**config.mk**
```make
export PLATFORM = sky130hd
export DESIGN_NAME = traffic_light_monitor_flat
export DESIGN_NICKNAME = d
export VERILOG_FILES = /design/src/rtl/traffic_light_monitor_pkg.sv /design/src/rtl/traffic_light_monitor_if.sv /design/src/rtl/traffic_phase_decode.sv /design/src/rtl/traffic_light_monitor.sv /design/src/flat_wrapper.sv
export SDC_FILE = /design/constraint.sdc
export NUM_CORES = 1
export LEC_CHECK = 0
export ABC_AREA = 1
export CAP_MARGIN = 5
export CORE_ASPECT_RATIO = 1.4
export CORE_UTILIZATION = 49
export CTS_CLUSTER_DIAMETER = 80
export DETAILED_ROUTE_END_ITERATION = 7
export PLACE_DENSITY = 0.75
export RECOVER_POWER = 25
export SYNTH_ARGS = -nofsm -noshare
export SYNTH_HDL_FRONTEND = slang
export SYNTH_HIERARCHICAL = 1
export SYNTH_SLANG_ARGS = --single-unit
```
**constraint.sdc**
```tcl
create_clock -name clk -period 1.67 [get_ports clk]
set_input_delay 0.167 -clock clk [delete_from_list [all_inputs] [get_ports clk]]
set_output_delay 0.167 -clock clk [all_outputs]
set_load 0.01 [all_outputs]
```
**src/rtl/traffic_light_monitor_pkg.sv**
```systemverilog
// Shared phase and fault encodings for the traffic light lamp monitor,
// plus small helpers for classifying phases and checking sequencing.
package traffic_light_monitor_pkg;

  typedef enum logic [2:0] {
    PH_ALL_RED = 3'd0,
    PH_NSG     = 3'd1,
    PH_NSY     = 3'd2,
    PH_EWG     = 3'd3,
    PH_EWY     = 3'd4,
    PH_INVALID = 3'd7
  } phase_e;

  typedef enum logic [2:0] {
    FC_NONE        = 3'd0,
    FC_CONFLICT    = 3'd1,
    FC_ILLEGAL_SEQ = 3'd2,
    FC_SHORT_GREEN = 3'd3,
    FC_YELLOW_TIME = 3'd4,
    FC_STUCK       = 3'd5
  } fault_e;

  localparam int COUNT_W = 8;

  function automatic logic is_green(input phase_e ph);
    return (ph == PH_NSG) || (ph == PH_EWG);
  endfunction

  function automatic logic is_yellow(input phase_e ph);
    return (ph == PH_NSY) || (ph == PH_EWY);
  endfunction

  // Normal rotation NSG->NSY->EWG->EWY->NSG; anything may drop to ALL_RED;
  // ALL_RED may only restart on a green.
  function automatic logic legal_step(input phase_e from_ph, input phase_e to_ph);
    logic ok;
    ok = 1'b0;
    if (to_ph == PH_ALL_RED) begin
      ok = 1'b1;
    end else begin
      case (from_ph)
        PH_NSG:     ok = (to_ph == PH_NSY);
        PH_NSY:     ok = (to_ph == PH_EWG);
        PH_EWG:     ok = (to_ph == PH_EWY);
        PH_EWY:     ok = (to_ph == PH_NSG);
        PH_ALL_RED: ok = (to_ph == PH_NSG) || (to_ph == PH_EWG);
        default:    ok = 1'b0;
      endcase
    end
    return ok;
  endfunction

endpackage

```
**src/rtl/traffic_light_monitor_if.sv**
```systemverilog
// Lamp-side observation bus and fault reporting bus of the monitor.
// master = the environment (controller lamps + supervisor), slave = monitor.
interface traffic_light_monitor_if;
  import traffic_light_monitor_pkg::*;

  logic               tick;
  logic               emergency;
  logic               NS_G;
  logic               NS_Y;
  logic               EW_G;
  logic               EW_Y;
  logic               clear;
  logic [2:0]         phase;
  logic               fault;
  logic [2:0]         fault_code;
  logic [COUNT_W-1:0] fault_count;

  modport master (
    output tick, emergency, NS_G, NS_Y, EW_G, EW_Y, clear,
    input  phase, fault, fault_code, fault_count
  );

  modport slave (
    input  tick, emergency, NS_G, NS_Y, EW_G, EW_Y, clear,
    output phase, fault, fault_code, fault_count
  );

endinterface

```
**src/rtl/traffic_phase_decode.sv**
```systemverilog
// Pure combinational decode of the four lamp drives into a phase code.
// Exactly one lamp lit (or none) is a valid phase; anything else is INVALID.
module traffic_phase_decode
  import traffic_light_monitor_pkg::*;
(
  input  logic   ns_g,
  input  logic   ns_y,
  input  logic   ew_g,
  input  logic   ew_y,
  output phase_e phase
);

  // Map the one-hot lamp pattern to a phase
  always_comb begin
    phase = PH_INVALID;
    case ({ns_g, ns_y, ew_g, ew_y})
      4'b0000: phase = PH_ALL_RED;
      4'b1000: phase = PH_NSG;
      4'b0100: phase = PH_NSY;
      4'b0010: phase = PH_EWG;
      4'b0001: phase = PH_EWY;
      default: phase = PH_INVALID;
    endcase
  end

endmodule

```
**src/rtl/traffic_light_monitor.sv**
```systemverilog
// Passive safety monitor for the traffic light lamp outputs. Tracks the
// current phase, times it in ticks and raises sticky faults for lamp
// conflicts, illegal sequencing, short/long phases and stuck phases.
module traffic_light_monitor
  import traffic_light_monitor_pkg::*;
#(
  parameter int CNT_W      = 8,
  parameter int MIN_GREEN  = 5,
  parameter int MIN_YELLOW = 2,
  parameter int MAX_YELLOW = 3,
  parameter int MAX_PHASE  = 12
) (
  input logic                   clk,
  input logic                   reset,
  traffic_light_monitor_if.slave mon
);

  localparam logic [CNT_W-1:0]   CNT_MAX      = '1;
  localparam logic [CNT_W-1:0]   MIN_GREEN_C  = CNT_W'(MIN_GREEN);
  localparam logic [CNT_W-1:0]   MIN_YELLOW_C = CNT_W'(MIN_YELLOW);
  localparam logic [CNT_W-1:0]   MAX_YELLOW_C = CNT_W'(MAX_YELLOW);
  localparam logic [CNT_W-1:0]   MAX_PHASE_C  = CNT_W'(MAX_PHASE);
  localparam logic [COUNT_W-1:0] COUNT_MAX    = '1;

  function automatic logic [CNT_W-1:0] sat_inc_cnt(input logic [CNT_W-1:0] v);
    return (v == CNT_MAX) ? v : v + 1'b1;
  endfunction

  function automatic logic [COUNT_W-1:0] sat_inc_count(input logic [COUNT_W-1:0] v);
    return (v == COUNT_MAX) ? v : v + 1'b1;
  endfunction

  // ---- stage p0: combinational decode of the current lamp sample ----
  phase_e phase_p0;

  traffic_phase_decode u_decode (
    .ns_g  (mon.NS_G),
    .ns_y  (mon.NS_Y),
    .ew_g  (mon.EW_G),
    .ew_y  (mon.EW_Y),
    .phase (phase_p0)
  );

  // ---- stage p1: tracker, timer and fault state ----
  phase_e               phase_p1;
  phase_e               prev_p1;
  logic                 armed_p1;
  logic [CNT_W-1:0]     tick_cnt_p1;
  logic                 stuck_fired_p1;
  logic                 fault_p1;
  logic [2:0]           fault_code_p1;
  logic [COUNT_W-1:0]   fault_count_p1;

  logic                 change;
  logic                 conflict;
  logic                 illegal_seq;
  logic                 short_green;
  logic                 yellow_time;
  logic                 stuck;
  logic [CNT_W-1:0]     cnt_nxt;
  logic                 any_fault;
  fault_e               new_code;

  // Classify the current sample against the tracked phase and its timer
  always_comb begin
    change      = 1'b0;
    conflict    = 1'b0;
    illegal_seq = 1'b0;
    short_green = 1'b0;
    yellow_time = 1'b0;
    stuck       = 1'b0;
    cnt_nxt     = '0;
    if (phase_p0 == PH_INVALID) begin
      conflict = 1'b1;
    end else if (armed_p1) begin
      if (phase_p0 != prev_p1) begin
        change      = 1'b1;
        illegal_seq = !legal_step(prev_p1, phase_p0);
        // Dropping to ALL_RED is an emergency preempt: no timing checks
        if (phase_p0 != PH_ALL_RED) begin
          short_green = is_green(prev_p1) && (tick_cnt_p1 < MIN_GREEN_C);
          yellow_time = is_yellow(prev_p1) &&
                        ((tick_cnt_p1 < MIN_YELLOW_C) || (tick_cnt_p1 > MAX_YELLOW_C));
        end
      end else begin
        cnt_nxt = mon.tick ? sat_inc_cnt(tick_cnt_p1) : tick_cnt_p1;
        stuck   = (prev_p1 != PH_ALL_RED) && !mon.emergency && !stuck_fired_p1 &&
                  (cnt_nxt >= MAX_PHASE_C);
      end
    end
  end

  // Merge simultaneous violations into one event, highest priority code wins
  always_comb begin
    any_fault = conflict | illegal_seq | short_green | yellow_time | stuck;
    new_code  = FC_NONE;
    if (conflict)         new_code = FC_CONFLICT;
    else if (illegal_seq) new_code = FC_ILLEGAL_SEQ;
    else if (short_green) new_code = FC_SHORT_GREEN;
    else if (yellow_time) new_code = FC_YELLOW_TIME;
    else if (stuck)       new_code = FC_STUCK;
  end

  // Phase tracker, arming and per-phase tick timer
  always_ff @(posedge clk) begin
    if (reset) begin
      phase_p1       <= PH_INVALID;
      prev_p1        <= PH_ALL_RED;
      armed_p1       <= 1'b0;
      tick_cnt_p1    <= '0;
      stuck_fired_p1 <= 1'b0;
    end else begin
      phase_p1    <= phase_p0;
      tick_cnt_p1 <= cnt_nxt;
      if (phase_p0 == PH_INVALID) begin
        armed_p1       <= 1'b0;
        stuck_fired_p1 <= 1'b0;
      end else begin
        armed_p1 <= 1'b1;
        prev_p1  <= phase_p0;
        if (!armed_p1 || change) stuck_fired_p1 <= 1'b0;
        else if (stuck)          stuck_fired_p1 <= 1'b1;
      end
    end
  end

  // Sticky fault flag, first-fault code and saturating event counter
  always_ff @(posedge clk) begin
    if (reset) begin
      fault_p1       <= 1'b0;
      fault_code_p1  <= FC_NONE;
      fault_count_p1 <= '0;
    end else if (any_fault) begin
      fault_p1       <= 1'b1;
      fault_count_p1 <= sat_inc_count(fault_count_p1);
      // A clear in the same cycle makes this fault the new "first" one
      if (!fault_p1 || mon.clear) fault_code_p1 <= new_code;
    end else if (mon.clear) begin
      fault_p1      <= 1'b0;
      fault_code_p1 <= FC_NONE;
    end
  end

  assign mon.phase       = phase_p1;
  assign mon.fault       = fault_p1;
  assign mon.fault_code  = fault_code_p1;
  assign mon.fault_count = fault_count_p1;

endmodule

```
**src/flat_wrapper.sv**
```systemverilog
// flat-port wrapper written by rule: the top's interface ports become plain ports
module traffic_light_monitor_flat import traffic_light_monitor_pkg::*;
#(
  parameter int CNT_W      = 8,
  parameter int MIN_GREEN  = 5,
  parameter int MIN_YELLOW = 2,
  parameter int MAX_YELLOW = 3,
  parameter int MAX_PHASE  = 12
)
  (clk, reset, mon_tick, mon_emergency, mon_NS_G, mon_NS_Y, mon_EW_G, mon_EW_Y, mon_clear, mon_phase, mon_fault, mon_fault_code, mon_fault_count);
  traffic_light_monitor_if mon_i ();
  input logic clk;
  input logic reset;
  input wire logic [$bits(mon_i.tick)-1:0] mon_tick;
  input wire logic [$bits(mon_i.emergency)-1:0] mon_emergency;
  input wire logic [$bits(mon_i.NS_G)-1:0] mon_NS_G;
  input wire logic [$bits(mon_i.NS_Y)-1:0] mon_NS_Y;
  input wire logic [$bits(mon_i.EW_G)-1:0] mon_EW_G;
  input wire logic [$bits(mon_i.EW_Y)-1:0] mon_EW_Y;
  input wire logic [$bits(mon_i.clear)-1:0] mon_clear;
  output wire logic [$bits(mon_i.phase)-1:0] mon_phase;
  output wire logic [$bits(mon_i.fault)-1:0] mon_fault;
  output wire logic [$bits(mon_i.fault_code)-1:0] mon_fault_code;
  output wire logic [$bits(mon_i.fault_count)-1:0] mon_fault_count;
  assign mon_i.tick = mon_tick;
  assign mon_i.emergency = mon_emergency;
  assign mon_i.NS_G = mon_NS_G;
  assign mon_i.NS_Y = mon_NS_Y;
  assign mon_i.EW_G = mon_EW_G;
  assign mon_i.EW_Y = mon_EW_Y;
  assign mon_i.clear = mon_clear;
  assign mon_phase = mon_i.phase;
  assign mon_fault = mon_i.fault;
  assign mon_fault_code = mon_i.fault_code;
  assign mon_fault_count = mon_i.fault_count;
  traffic_light_monitor #(.CNT_W(CNT_W), .MIN_GREEN(MIN_GREEN), .MIN_YELLOW(MIN_YELLOW), .MAX_YELLOW(MAX_YELLOW), .MAX_PHASE(MAX_PHASE)) u_core (.clk(clk), .reset(reset), .mon(mon_i));
endmodule
```
; Word-level counts from Yosys, hierarchy flattened
; Index checks and enable logic that the tools add are counted.
[classes]
n_addsub = 2
n_mul = 0
div_mod_pow = 0
magnitude_cmp = 4
n_eq_ne = 17
n_shift = 0
n_mux = 37
bitwise = 6
reduce_logical = 26
[ops]
columns = op, n
row1 = two-way mux 1 bit, 25
row2 = two-way mux 3 bit, 8
row3 = adder 8 x 1 -> 8 bit (second input constant), 2
row4 = == test 8 bit (second input constant), 2
row5 = two-way mux 8 bit, 2
row6 = case mux 3 bit (5 select lines), 1
row7 = == test 3 x 2 -> 1 bit (second input constant), 4
row8 = == test 3 bit (second input constant), 3
row9 = >= comparator 8 x 4 -> 1 bit (second input constant), 1
row10 = greater-than comparator 8 x 2 -> 1 bit (second input constant), 1
row11 = less-than comparator 8 x 2 -> 1 bit (second input constant), 1
row12 = less-than comparator 8 x 3 -> 1 bit (second input constant), 1
row13 = == test 3 x 1 -> 1 bit (second input constant), 2
row14 = zero test 3 bit, 2
row15 = logical OR 1 bit, 6
row16 = nonzero test 3 bit, 2
row17 = logical AND 1 bit, 5
row18 = zero test 1 bit, 5
row19 = case mux 1 bit (5 select lines), 1
row20 = == test 4 x 1 -> 1 bit (second input constant), 1
row21 = == test 4 x 2 -> 1 bit (second input constant), 1
row22 = == test 4 x 3 -> 1 bit (second input constant), 1
row23 = == test 4 bit (second input constant), 1
row24 = zero test 4 bit, 1
row25 = 8 further kinds, 13
[totals]
ff_bits = 28
latch_bits = 0
ram_bits = 0
rom_bits = 0
in_bits = 9
output_inout_bits = 15
wordCells = 100
n_memories = 0

; Logic depth before layout (Yosys ltp)
; Gate-level depths: netlist of the first run.
[logic_depth]
ltp_word = 19
depth_mapped = 16
mapped_depth_nobuf = 15

; Modules after synthesis
; Netlist of the first run, hierarchy kept.
[by_module_without_submodules]
columns = mod, instances, cells_each, area_per_inst_um2, seq_area_each_um2
row1 = traffic_light_monitor, 1, 236, 1775.5, 560.5
row2 = traffic_phase_decode, 1, 9, 36.3, 0.0

; Least setup slack after synthesis of the first run
; Ideal clock, no wire load.
[synth_timing]
path_kind = flip-flop to flip-flop
start = register u_core.tick_cnt_p1[1]
end = register u_core.fault_count_p1[6], in the netlist u_core/mon.fault_count[6]
setup_time_ps = 115
arrival_time_ps = 1624
required_ps = 1555
slack_ps = -69
stages_incl_launch_ff = 14
n_path_buf = 0
period_less_slack_ps = 1739
path_cell_list = dfxtp_1 -> ha_1 -> nand2_2 -> nor2_4 -> nand2_1 -> nand2_1 -> o21a_2 -> nand2_2 -> nand3_4 -> nand2_8 -> nand2_8 -> nand2_8 -> o21ai_2 -> nor2_1
[synth_between]
elab_chain_len = 10
word_cells_on_any_way = 27
classes_between = 1 x add/sub / 4 x order compare / 1 x eq/ne / 13 x mux / 3 x bitwise / 5 x reduce/logical
[synth_rtl]
columns = item, line_no
row1 = from (decl), traffic_light_monitor.sv:48  ; logic [CNT_W-1:0] tick_cnt_p1;
row2 = from (signal assigned), traffic_light_monitor.sv:114  ; tick_cnt_p1 <= cnt_nxt;
row3 = adder 8 x 1 -> 8 bit (tied with other cells), traffic_light_monitor.sv:26  ; return (v == CNT_MAX) ? v : v + 1'b1;
row4 = two-way mux 8 bit (tied with other cells), traffic_light_monitor.sv:26
row5 = two-way mux 8 bit (tied with other cells), traffic_light_monitor.sv:86  ; cnt_nxt = mon.tick ? sat_inc_cnt(tick_cnt_p1) : tick_cnt_p1;
row6 = >= comparator 8 x 4 -> 1 bit (tied with other cells), traffic_light_monitor.sv:88  ; (cnt_nxt >= MAX_PHASE_C);
row7 = logical AND 1 bit (tied with other cells), traffic_light_monitor.sv:87  ; stuck = (prev_p1 != PH_ALL_RED) && !mon.emergency && !stuck_fired_p1 &&
row8 = two-way mux 1 bit (on tied branches), "traffic_light_monitor.sv:76, traffic_light_monitor.sv:73, traffic_light_monitor.sv:75"
row9 = two-way mux 1 bit (tied with other cells), traffic_light_monitor.sv:75  ; end else if (armed_p1) begin
row10 = two-way mux 1 bit or OR 1 bit (tied branches), "traffic_light_monitor.sv:73, traffic_light_monitor.sv:95"
row11 = OR 1 bit *, traffic_light_monitor.sv:95  ; any_fault = conflict | illegal_seq | short_green | yellow_time | stuck;
row12 = AND reduction 2 bit (no line) *, --
row13 = to (signal assigned), traffic_light_monitor.sv:135  ; fault_count_p1 <= sat_inc_count(fault_count_p1);
row14 = to (decl), traffic_light_monitor.sv:52  ; logic [COUNT_W-1:0] fault_count_p1;
; Every way passes the cells marked *; elsewhere a longest branch is shown, timed or not.
; A chain may end at the register's enable or synchronous reset.

; Worst setup path in the final report of the first run
; Same ends and word-level chain as after synthesis.

==> implementation parameters, run 1 <==
Parameter                              Value

Detailed routing
  Drt via density ... around 5.2
  Total detailed-routing wirelength ... between 4000 and 5000 um
  Total iterations of the first detailed-routing run ... 4
  Iter 0 DRT Violations ... 18
  Antenna violation net count after detailed routing ... 0
  Total number of vias ... about 1,900
  Post-route DRC violation count ... 0
  Average wire per standard cell ... 12.90 um

GRT
  First-pass GRT wire length ... 7445 um
  Combined global-route utilization of all metal layers ... 0.2528
  Overall overflow remaining after global route ... 0
  Initial antenna violation count ... 0
  Via count of the first global-routing pass ... around 1,800
  Maximum number of pins on one net before global-route repair ... 17

Floorplan
  Die Footprint ... 3948 sq um
  Die height ... around 74 um
  Initial core utilization ... 0.5265
  Number of placement rows ... 25
  Count of boundary I/O pins ... 24
  Horiz. Die Dim ... around 53 um
  Core area ... 3441 sq um

Timing
  Tcrit/Tclk final ... 1.084
  Pins over their slew limit ... 0
  Final clock skew ... 1.237 ps
  Number of hold violations in the final report ... 0
  Fmax ... 552.5 MHz
  Shortest clock period the worst path allows after layout ... 1810 ps
  Number of setup violations in the final report ... 13
  RSZ-0062 raised after global routing ... true
  Relative max-transition margin ... 0.7700
  Slew @ Worst Pin ... 344.2 ps
  Hold slack ... 436.8 ps
  Worst-case setup margin in the final layout ... -140.1 ps

Worst setup path
  Crit path buf inv count ... 1
  Largest incremental delay on the critical path ... 380 ps
  Startpoint of the most critical register-to-register path ... u_core/tick_cnt_p1[1]
  CP delay by family, top ... simple AND/OR/NAND/NOR gates
  Maximum fanout along the worst path ... 7
  Worst Setup Path Type ... reg -> reg
  Reg2Reg Setup Slack ... -140 ps
  Signal arrival time at the worst endpoint ... 1990 ps
  Required time at the endpoint of the critical path ... 1850 ps
  Crit-path most repeated cell ... nand2_8
  Standard cell with the maximum stage delay on the critical path ... dfxtp_4
  Critical path capture point type ... register
  Critical path launch point type ... register
  Sequence of cells on the critical path ... ha_4, nand2_4, nor2_4, nand2_2, nand3_1, o21ai_2, inv_2, nand2_2, nand3_4, nand2_8, nand2_8, nand2_8, o21ai_2, nor2_1
  Beginning of the critical path ... u_core/tick_cnt_p1[1]

Pwr
  Total leakage power ... 1.173 nW
  Areal power density over the cells ... 641.6 nW/um^2
  PnR Total Power ... 0.001672 W
  Maximum VDD drop ... between 0.0006 and 0.0007 V

Placed design
  Routability congestion estimate ... 0.8942
  Placement-stage cell area ... around 2300 sq um
  IO Port Bufs ... 23
  Dpl hpwl ... 3129 um

Hold path
  Class of the tightest hold or removal check ... in -> reg
  Worst Hold Launch ... mon_NS_Y

CTS
  Clock tree from TritonCTS ... yes
  Count of hold-fix buffers inserted at cts ... 0
  Number of sinks handled by clock tree synthesis ... 28
  Clock input transition at the sequential cells of the worst setup and hold paths ... 100 ps
  CTS root buffer ... clkbuf_8
  Deepest clock path buffer count ... 2
  Worst-skew pair later-pin latency ... 270 ps
  Total number of H-tree levels ... 1
  Number of buffers created by CTS ... 3

Yosys
  Number of library cell types mapped by synthesis ... 34
  Leading cell types by total area after synthesis ... dfxtp_1 31%, nand2_1 11%, nand3_1 5.8%
  Post-synth top area share ... 0.3094
  Post-synthesis instance area ... ~1800 sq um
  Post-synthesis sequential area ratio ... 0.3094
  Mapped Cells ... 245
  Register bit total from synthesis ... 28
  Post-Synthesis Mean Instance Area ... ~7.4 sq um
  Number of nets in the synthesized netlist ... 257
  Top cell type by total area after synthesis ... dfxtp_1
  Number of warnings reported in the yosys synthesis log ... 6

Finish
  Area growth, synth to finish ... 43.85%
  Layout cells sized above 1 ... 0.4089
  Final Net Count ... 326
  Design Area, Final ... 2606 sq um
  Number of diodes ... 0

Outcome
  Violated checks ... setup timing
  Result of the run ... complete, but fails checks

Flow run
  Max cap viols ... 0
-- sequential cells by signal, indices dropped and copies added, names as in the netlist --
signal and cells:
u_core/armed_p1 1, u_core/mon.phase 3, u_core/tick_cnt_p1 8, u_core/mon.fault_code 3, u_core/mon.fault 1, u_core/prev_p1 3
u_core/stuck_fired_p1 1, u_core/mon.fault_count 8
-- path summary, 6_finish.rpt --
path	endpoint	cells after the start
setup / recovery	u_core/mon.fault_count[6]	14
hold reg to reg	u_core/stuck_fired_p1	2
hold / removal	u_core/mon.phase[1]	6
setup reg to reg	u_core/mon.fault_count[6]	14
-- layer usage --
layer,global-route usage,up-vias,part of all wire
met1,0.2695,848,0.38
met2,0.4653,52,0.56
met3,0.03476,14,0.029
met5,0,-,0
met4,0.1316,0,0.026
li1,-,938,-
-- Yosys cell counts, drive strengths merged --
| library cell | number |
|---|---|
| a211oi | 1 |
| a21oi | 19 |
| a311oi | 3 |
| a31oi | 1 |
| buf | 3 |
| clkinv | 1 |
| dfxtp | 28 |
| ha | 3 |
| inv | 32 |
| nand2 | 69 |
| nand3 | 30 |
| nand4 | 5 |
| nor2 | 29 |
| nor3 | 4 |
| nor3b | 1 |
| o211ai | 1 |
| o21a | 1 |
| o21ai | 6 |
| xnor2 | 3 |
| xor2 | 5 |
-- cell type report --
type	count	area, sq um
Fill cell	264	834.6
Sequential cell	28	578.1
Clock buffer	3	41.29
Tap cell	40	50.05
Clock inverter	1	30.03
Timing Repair Buffer	66	544.3
Inverter	33	126.4
Multi-Input combinational cell	182	1236
-- power by group --
group          switching, W  total [W]  internal (W)
clock network      0.000214   0.000535      0.000321
registers         0.0000252   0.000718      0.000693
logic              0.000227   0.000420      0.000192
total              0.000466    0.00167       0.00121
-- repair_timing --
item | in CTS | in global routing
endpoints found under the setup margin | 16 | 14
hold endpoints to repair | 0 | 0
resized for setup | 26 | 27
buffers inserted | 4 | 3
pin swaps | 14 | 13
gates cloned | 1 | 0
-- per-stage QoR --
stage / worst slack [ps] / util / std cells / setup TNS [ps]
after global placement: -466.2 / 0.6800 / 341 / -7668
after floorplan: 6.502 / - / 245 / 0
after detailed placement: -508.4 / 0.6800 / 341 / -8383
after global routing: -241.9 / 0.7575 / 353 / -2756
final: -140.1 / 0.7575 / 353 / -1271
after CTS: -62.87 / 0.7338 / 350 / -468.6
-- worst reg2reg max path: cells and delay by family (launching register included) --
kind                       cells  cell delay (ps)
and+or+nand+nor               10              870
DFF                            1              380
AOI/OAI and AO/OA              2              230
adders and majority gates      1              170
buffers and inverters          1               60
-- logic make-up (layout without fill, tap and decap cells) --
| logic type | count (synthesis) | in the layout | synth area share |
|---|---|---|---|
| flops | 28 | 28 | 0.3094 |
| xor+xnor | 8 | 8 | 0.03868 |
| fa+ha+maj | 3 | 3 | 0.02072 |
| simple gates | 138 | 139 | 0.4275 |
| buf+inv | 36 | 103 | 0.08287 |
| compound gates | 32 | 32 | 0.1209 |
-- placed cells by master (no fill, tap or decap), drive strengths merged --
master         instances
a31oi                  1
xnor2                  3
dlygate4sd3            1
buf                   42
dlygate4sd2            2
nor3b                  1
inv                   32
a211oi                 1
nand4                  5
bufinv                 1
a311oi                 3
ha                     3
nand2                 70
nor3                   4
nand3                 30
xor2                   5
dfxtp                 28
clkinv                 1
o21ai                  6
nor2                  29
clkbuf                 6
clkdlybuf4s50         18
o21a                   1
o211ai                 1
a21oi                 19
Note: power is estimated with default switching activity, not from simulation.
==> inputs of run 2 (changes only) <==
CORE_UTILIZATION = 30   (was 49)
GPL_ROUTABILITY_DRIVEN = 0   (was unset)
PLACE_DENSITY = unset   (was 0.75)
==> implementation parameters, run 2 (synthesis gave the netlist of run 1 again) <==
Parameter                              Value

Detailed routing
  Met3 Routed Length ... 94 um
  Drt via density ... 4.635
  Post-route DRC violation count ... 0
  Antenna violation net count after detailed routing ... 0
  Top routing layer in use ... met4
  Total detailed-routing wirelength ... between 4000 and 5000 um
  Total number of vias ... roughly 1,800
  Met2 layer wire length in the routed design ... 2228 um
  Iter 0 DRT Violations ... 60
  Routed met1 length ... 1741 um
  Total iterations of the first detailed-routing run ... 4
  Average wire per standard cell ... 10.73 um

CTS
  Clock tree from TritonCTS ... yes
  Number of sinks handled by clock tree synthesis ... 28
  Total number of H-tree levels ... 1
  Number of buffers created by CTS ... 3
  Deepest clock path buffer count ... 2
  Clock input transition at the sequential cells of the worst setup and hold paths ... ~90 ps
  CTS root buffer ... clkbuf_8
  Worst-skew pair later-pin latency ... 280 ps

Finish
  Design Area, Final ... 2623 sq um
  Number of diodes ... 0
  Final Non-Filler Cells ... 384
  Most common cell after layout, fill and taps aside ... nand2_1
  Area growth, synth to finish ... 44.75%
  Post-Route Utilization ... 0.4505
  FILL cells ... 581
  Final Net Count ... 328
  Commonest cells after routing, fill and taps aside ... 44 x nand2_1, 41 x buf_4, 22 x dfxtp_1
  Layout cells sized above 1 ... 0.4076

Worst setup path
  Cells on worst reg2reg path ... 13
  Sequence of cells on the critical path ... ha_4, buf_4, xnor2_2, nand3_1, o21ai_2, inv_2, nand2_2, nand3_4, nand2_8, nand2_8, nand2_8, nand2_2, a21oi_2
  Standard cell with the maximum stage delay on the critical path ... dfxtp_4
  Required time at the endpoint of the critical path ... 1890 ps
  Largest incremental delay on the critical path ... roughly 370 ps
  Signal arrival time at the worst endpoint ... 1950 ps
  Critical path capture point type ... register
  Crit-path most repeated cell ... nand2_8
  Maximum fanout along the worst path ... 7
  Worst Setup Path Type ... reg -> reg
  Critical path launch point type ... register

Floorplan
  Initial core utilization ... 0.3112
  Number of placement rows ... 33
  Die height ... 93.95 um
  Count of boundary I/O pins ... 24
  Horiz. Die Dim ... between 60 and 70 um
  Die Footprint ... between 6000 and 7000 sq um
  Core area ... 5822 sq um

Pwr
  Net switching fraction of the power ... 0.2975
  Part of the power in combinational logic ... 0.266
  Sw Pwr ... 0.0004414 W
  Areal power density over the cells ... 565.8 nW/um^2
  Total leakage power ... ~1.1 nW
  Total internal power ... 0.001042 W
  Maximum VDD drop ... 0.0003223 V
  Clk network pwr share ... 0.249
  Share of power burned in registers ... 0.485

Timing
  Shortest clock period the worst path allows after layout ... 1736 ps
  Fmax ... 575.9 MHz
  Tcrit/Tclk final ... 1.040
  Pins over their slew limit ... 0
  RSZ-0062 raised after global routing ... true
  Worst-case setup margin in the final layout ... -66.35 ps
  Final clock skew ... 3.526 ps
  Fin Setup TNS ... -695.7 ps
  Slew @ Worst Pin ... 344.6 ps
  Relative max-transition margin ... 0.7698
  Number of setup violations in the final report ... 12
  Number of hold violations in the final report ... 0

Placed design
  IO Port Bufs ... 23
  Placement-stage cell area ... 2397 sq um
  Placed cells ... 372
  Dpl hpwl ... 3216 um

Hold path
  Worst Hold Depth ... 2
  Class of the tightest hold or removal check ... reg -> reg

GRT
  Maximum number of pins on one net before global-route repair ... 15
  First-pass GRT wire length ... 7272 um
  Overall overflow remaining after global route ... 0
  Initial antenna violation count ... 0
  Combined global-route utilization of all metal layers ... 0.1479
  Via count of the first global-routing pass ... 1,756

Flow run
  Max cap viols ... 0

Outcome
  Violated checks ... setup timing
  Result of the run ... complete, but fails checks
## run 2: cell types whose count changed in the layout (fill, tap and decap cells not counted), sizes merged
cell	before	now
dlygate4sd3	1	0
clkdlybuf4s50	18	19
clkbuf	6	5
buf	42	43
dlygate4sd2	2	4
bufinv	1	0
## run 2: path summary, 6_finish.rpt
| path | startpoint | endpoint | slack, ps |
|---|---|---|---|
| setup / recovery | u_core/tick_cnt_p1[0] | u_core/mon.fault_count[5] | -70 |
| hold / removal | u_core/stuck_fired_p1 | u_core/stuck_fired_p1 | 460 |
| setup reg to reg | u_core/tick_cnt_p1[0] | u_core/mon.fault_count[5] | -70 |
| hold reg to reg | u_core/stuck_fired_p1 | u_core/stuck_fired_p1 | 460 |
## run 2: worst max-delay path, delay by kind of cell (launching register included)
family,cells,cell delay (ps)
AND/OR/NAND/NOR,7,630
flip-flops,1,370
buffers and inverters,2,200
AO/OA/AOI/OAI,2,180
adder cells (fa/ha/maj),1,170
XOR/XNOR,1,130
## run 2: final cells by class
| class | instances | area [sq um] | share of cell area |
|---|---|---|---|
| tap | 70 | 87.58 | 0.03340 |
| sequential | 28 | 575.6 | 0.2195 |
| inverter | 33 | 123.9 | 0.04723 |
| timing repair buffer | 68 | 575.6 | 0.2195 |
| multi-input combinational | 182 | 1219 | 0.4647 |
| clock buffer | 3 | 41.29 | 0.01574 |
## run 2: stage by stage
| step | power, W | setup slack, ps | hold WS [ps] |
|---|---|---|---|
| 6_report | 0.001484 | -66.35 | 460.6 |
| 5_1_grt | 0.001579 | -217.0 | 493.8 |
| 4_1_cts | 0.001491 | -63.54 | 458.9 |
| 3_5_place_dp | 0.001104 | -534.1 | 444.4 |
| 3_3_place_gp | 0.001102 | -509.5 | 440.9 |
| 2_1_floorplan | 0.0009524 | 6.502 | 239.1 |
## run 2: timing repair
action	in CTS	in global routing
buffers inserted	5	4
resized for setup	22	21
cloned	1	0
hold buffers	0	0
endpoints found under the setup margin	21	14
pin swaps	10	9
## run 2: routing by layer
layer / GRT usage / vias to the layer above
met1: 0.1678 / 810
met5: 0 / -
li1: - / 940
met3: 0.01820 / 5
met4: 0.04787 / 0
met2: 0.2731 / 25
## run 2: power groups by stage
stage | combinational, W | clock [W] | sequential, W
global route | 0.000438 | 0.000417 | 0.000724
finish | 0.000395 | 0.000370 | 0.000719
floorplan | 0.000207 | 0 | 0.000746
CTS | 0.000384 | 0.000386 | 0.000722
detailed placement | 0.000369 | 0 | 0.000735
global placement | 0.000367 | 0 | 0.000735
==> inputs of run 3 (changes only) <==
clock period = 2 ns   (was 1.67 ns; I/O delays follow)
==> implementation parameters, run 3 (synthesis gave the netlist of run 1 again) <==
Parameter                              Value

Worst setup path
  Signal arrival time at the worst endpoint ... 2010 ps
  Worst Setup Path Type ... in -> reg
  Required time at the endpoint of the critical path ... 2170 ps
  Largest incremental delay on the critical path ... 510 ps
  Sequence of cells on the critical path ... clkdlybuf4s50_1, nand2_1, nand2_2, inv_2, nand2_1, nand2_1, nand3_2, nand2_1, nor2_2, nor2_8, nand2_8, nand2_8, o21ai_2, nor2_1
  Levels on crit path ... 14
  Crit-path most repeated cell ... nand2_1
  CP delay by family, top ... simple AND/OR/NAND/NOR gates
  Crit path buf inv count ... 2
  Maximum fanout along the worst path ... 10
  Cells on worst reg2reg path ... 14
  Critical path launch point type ... primary input
  Standard cell with the maximum stage delay on the critical path ... clkdlybuf4s50_1
  Critical path capture point type ... register

Placed design
  Placement-stage cell area ... approximately 2200 sq um
  IO Port Bufs ... 23
  Placed cells ... 354
  Dpl hpwl ... 2975 um

Timing
  Pins over their slew limit ... 0
  Fmax ... 544.5 MHz
  Number of hold violations in the final report ... 0
  RSZ-0062 raised after global routing ... false
  Shortest clock period the worst path allows after layout ... 1836 ps
  Slew @ Worst Pin ... 334.9 ps
  Number of setup violations in the final report ... 0
  Tcrit/Tclk final ... 0.9182
  Final clock skew ... 3.100 ps
  Relative max-transition margin ... 0.7764

Detailed routing
  Average wire per standard cell ... between 10 and 15 um
  Drt via density ... 4.734
  Antenna violation net count after detailed routing ... 0
  Total iterations of the first detailed-routing run ... 4
  Total detailed-routing wirelength ... 3744 um
  Post-route DRC violation count ... 0
  Iter 0 DRT Violations ... 86
  Total number of vias ... around 1,700

Floorplan
  Count of boundary I/O pins ... 24
  Initial core utilization ... 0.3112
  Number of placement rows ... 33
  Die Footprint ... 6359 sq um
  Core area ... approximately 5800 sq um
  Horiz. Die Dim ... slightly below 70 um
  Die height ... 93.95 um

Finish
  Number of diodes ... 0
  Post-Route Utilization ... 0.3987
  FILL cells ... between 600 and 700
  Area growth, synth to finish ... 28.11%
  Design Area, Final ... roughly 2300 sq um
  Register cell area after layout ... between 500 and 600 sq um
  Final Net Count ... between 300 and 400
  Final Non-Filler Cells ... 357
  Area used by multi-input combinational logic ... ~1100 sq um
  Layout cells sized above 1 ... 0.2753
  Commonest cells after routing, fill and taps aside ... 51 x nand2_1, 28 x dfxtp_1, 25 x inv_1
  Most common cell after layout, fill and taps aside ... nand2_1

CTS
  Clock input transition at the sequential cells of the worst setup and hold paths ... 90 ps
  Clock tree from TritonCTS ... yes
  CTS root buffer ... clkbuf_8
  Post-CTS setup buffer count ... 0
  Number of buffers created by CTS ... 3
  Number of sinks handled by clock tree synthesis ... 28
  Deepest clock path buffer count ... 2
  Total number of H-tree levels ... 1
  Worst-skew pair later-pin latency ... around 270 ps

Pwr
  Maximum VDD drop ... 0.0002217 V
  PnR Total Power ... 0.001205 W
  Total leakage power ... 0.9904 nW
  Areal power density over the cells ... approximately 520 nW/um^2

Outcome
  Result of the run ... finished, final reports clean

GRT
  Via count of the first global-routing pass ... 1,590
  First-pass GRT wire length ... between 6000 and 7000 um
  Overall overflow remaining after global route ... 0
  Maximum number of pins on one net before global-route repair ... 15
  Combined global-route utilization of all metal layers ... 0.1299
  Initial antenna violation count ... 0

Flow run
  Max cap viols ... 0

Hold path
  Worst Hold Depth ... 2
  Class of the tightest hold or removal check ... reg -> reg
-- run 3: changes by cell type in the layout (fill, tap and decap cells not counted), sizes merged --
cell           change
buf               -24
nand2              -1
dlygate4sd3        +4
dlygate4sd2        -4
clkbuf             -2
dlymetal6s2s       +2
clkdlybuf4s50      -2
-- run 3: final timing paths --
| check | startpoint | end | slack [ps] |
|---|---|---|---|
| worst max-delay path | mon_EW_Y | u_core/mon.fault_count[6] | 160 |
| worst min register to register | u_core/stuck_fired_p1 | u_core/stuck_fired_p1 | 460 |
| worst max register to register | u_core/tick_cnt_p1[0] | u_core/mon.fault_count[6] | 190 |
| worst min-delay path | u_core/stuck_fired_p1 | u_core/stuck_fired_p1 | 460 |
-- run 3: repair_timing --
action,in CTS,in global routing
gates resized for setup,0,10
endpoints found under the setup margin,0,12
hold buffers,0,0
-- run 3: tightest hold or removal path, delay by kind of cell (launching register included) --
kind,cells,cell delay (ps)
AOI/OAI and AO/OA,1,50
buffers and inverters,1,50
DFF,1,320
-- run 3: per-stage QoR --
step	worst slack, ps	hold WS [ps]	setup TNS (ps)
final	163.5	462.0	0
after global routing	18.90	498.1	0
after CTS	73.58	467.1	0
after detailed placement	-219.3	451.6	-2633
after global placement	-190.7	442.0	-2193
after floorplan	261.4	272.1	0
-- run 3: metal layers --
layer | share of wire | track usage
met1 | 0.43 | 0.1468
met2 | 0.53 | 0.2360
met3 | 0.024 | 0.01456
met4 | 0.016 | 0.05319
met5 | 0 | 0
-- run 3: report_power, final --
group | total (W) | switching, W | leakage, nW | internal, W
Clock | 0.000305 | 0.000169 | 0.0216 | 0.000135
Sequential | 0.000607 | 0.0000257 | 0.228 | 0.000581
Combinational | 0.000294 | 0.000156 | 0.741 | 0.000138
-- run 3: layout make-up --
type,count,area share
clock buffers,3,0.01779
flip-flops and latches,28,0.2415
multi-input cells,181,0.4868
well taps,70,0.03774
repair buffers,42,0.1628
inverters,33,0.05337
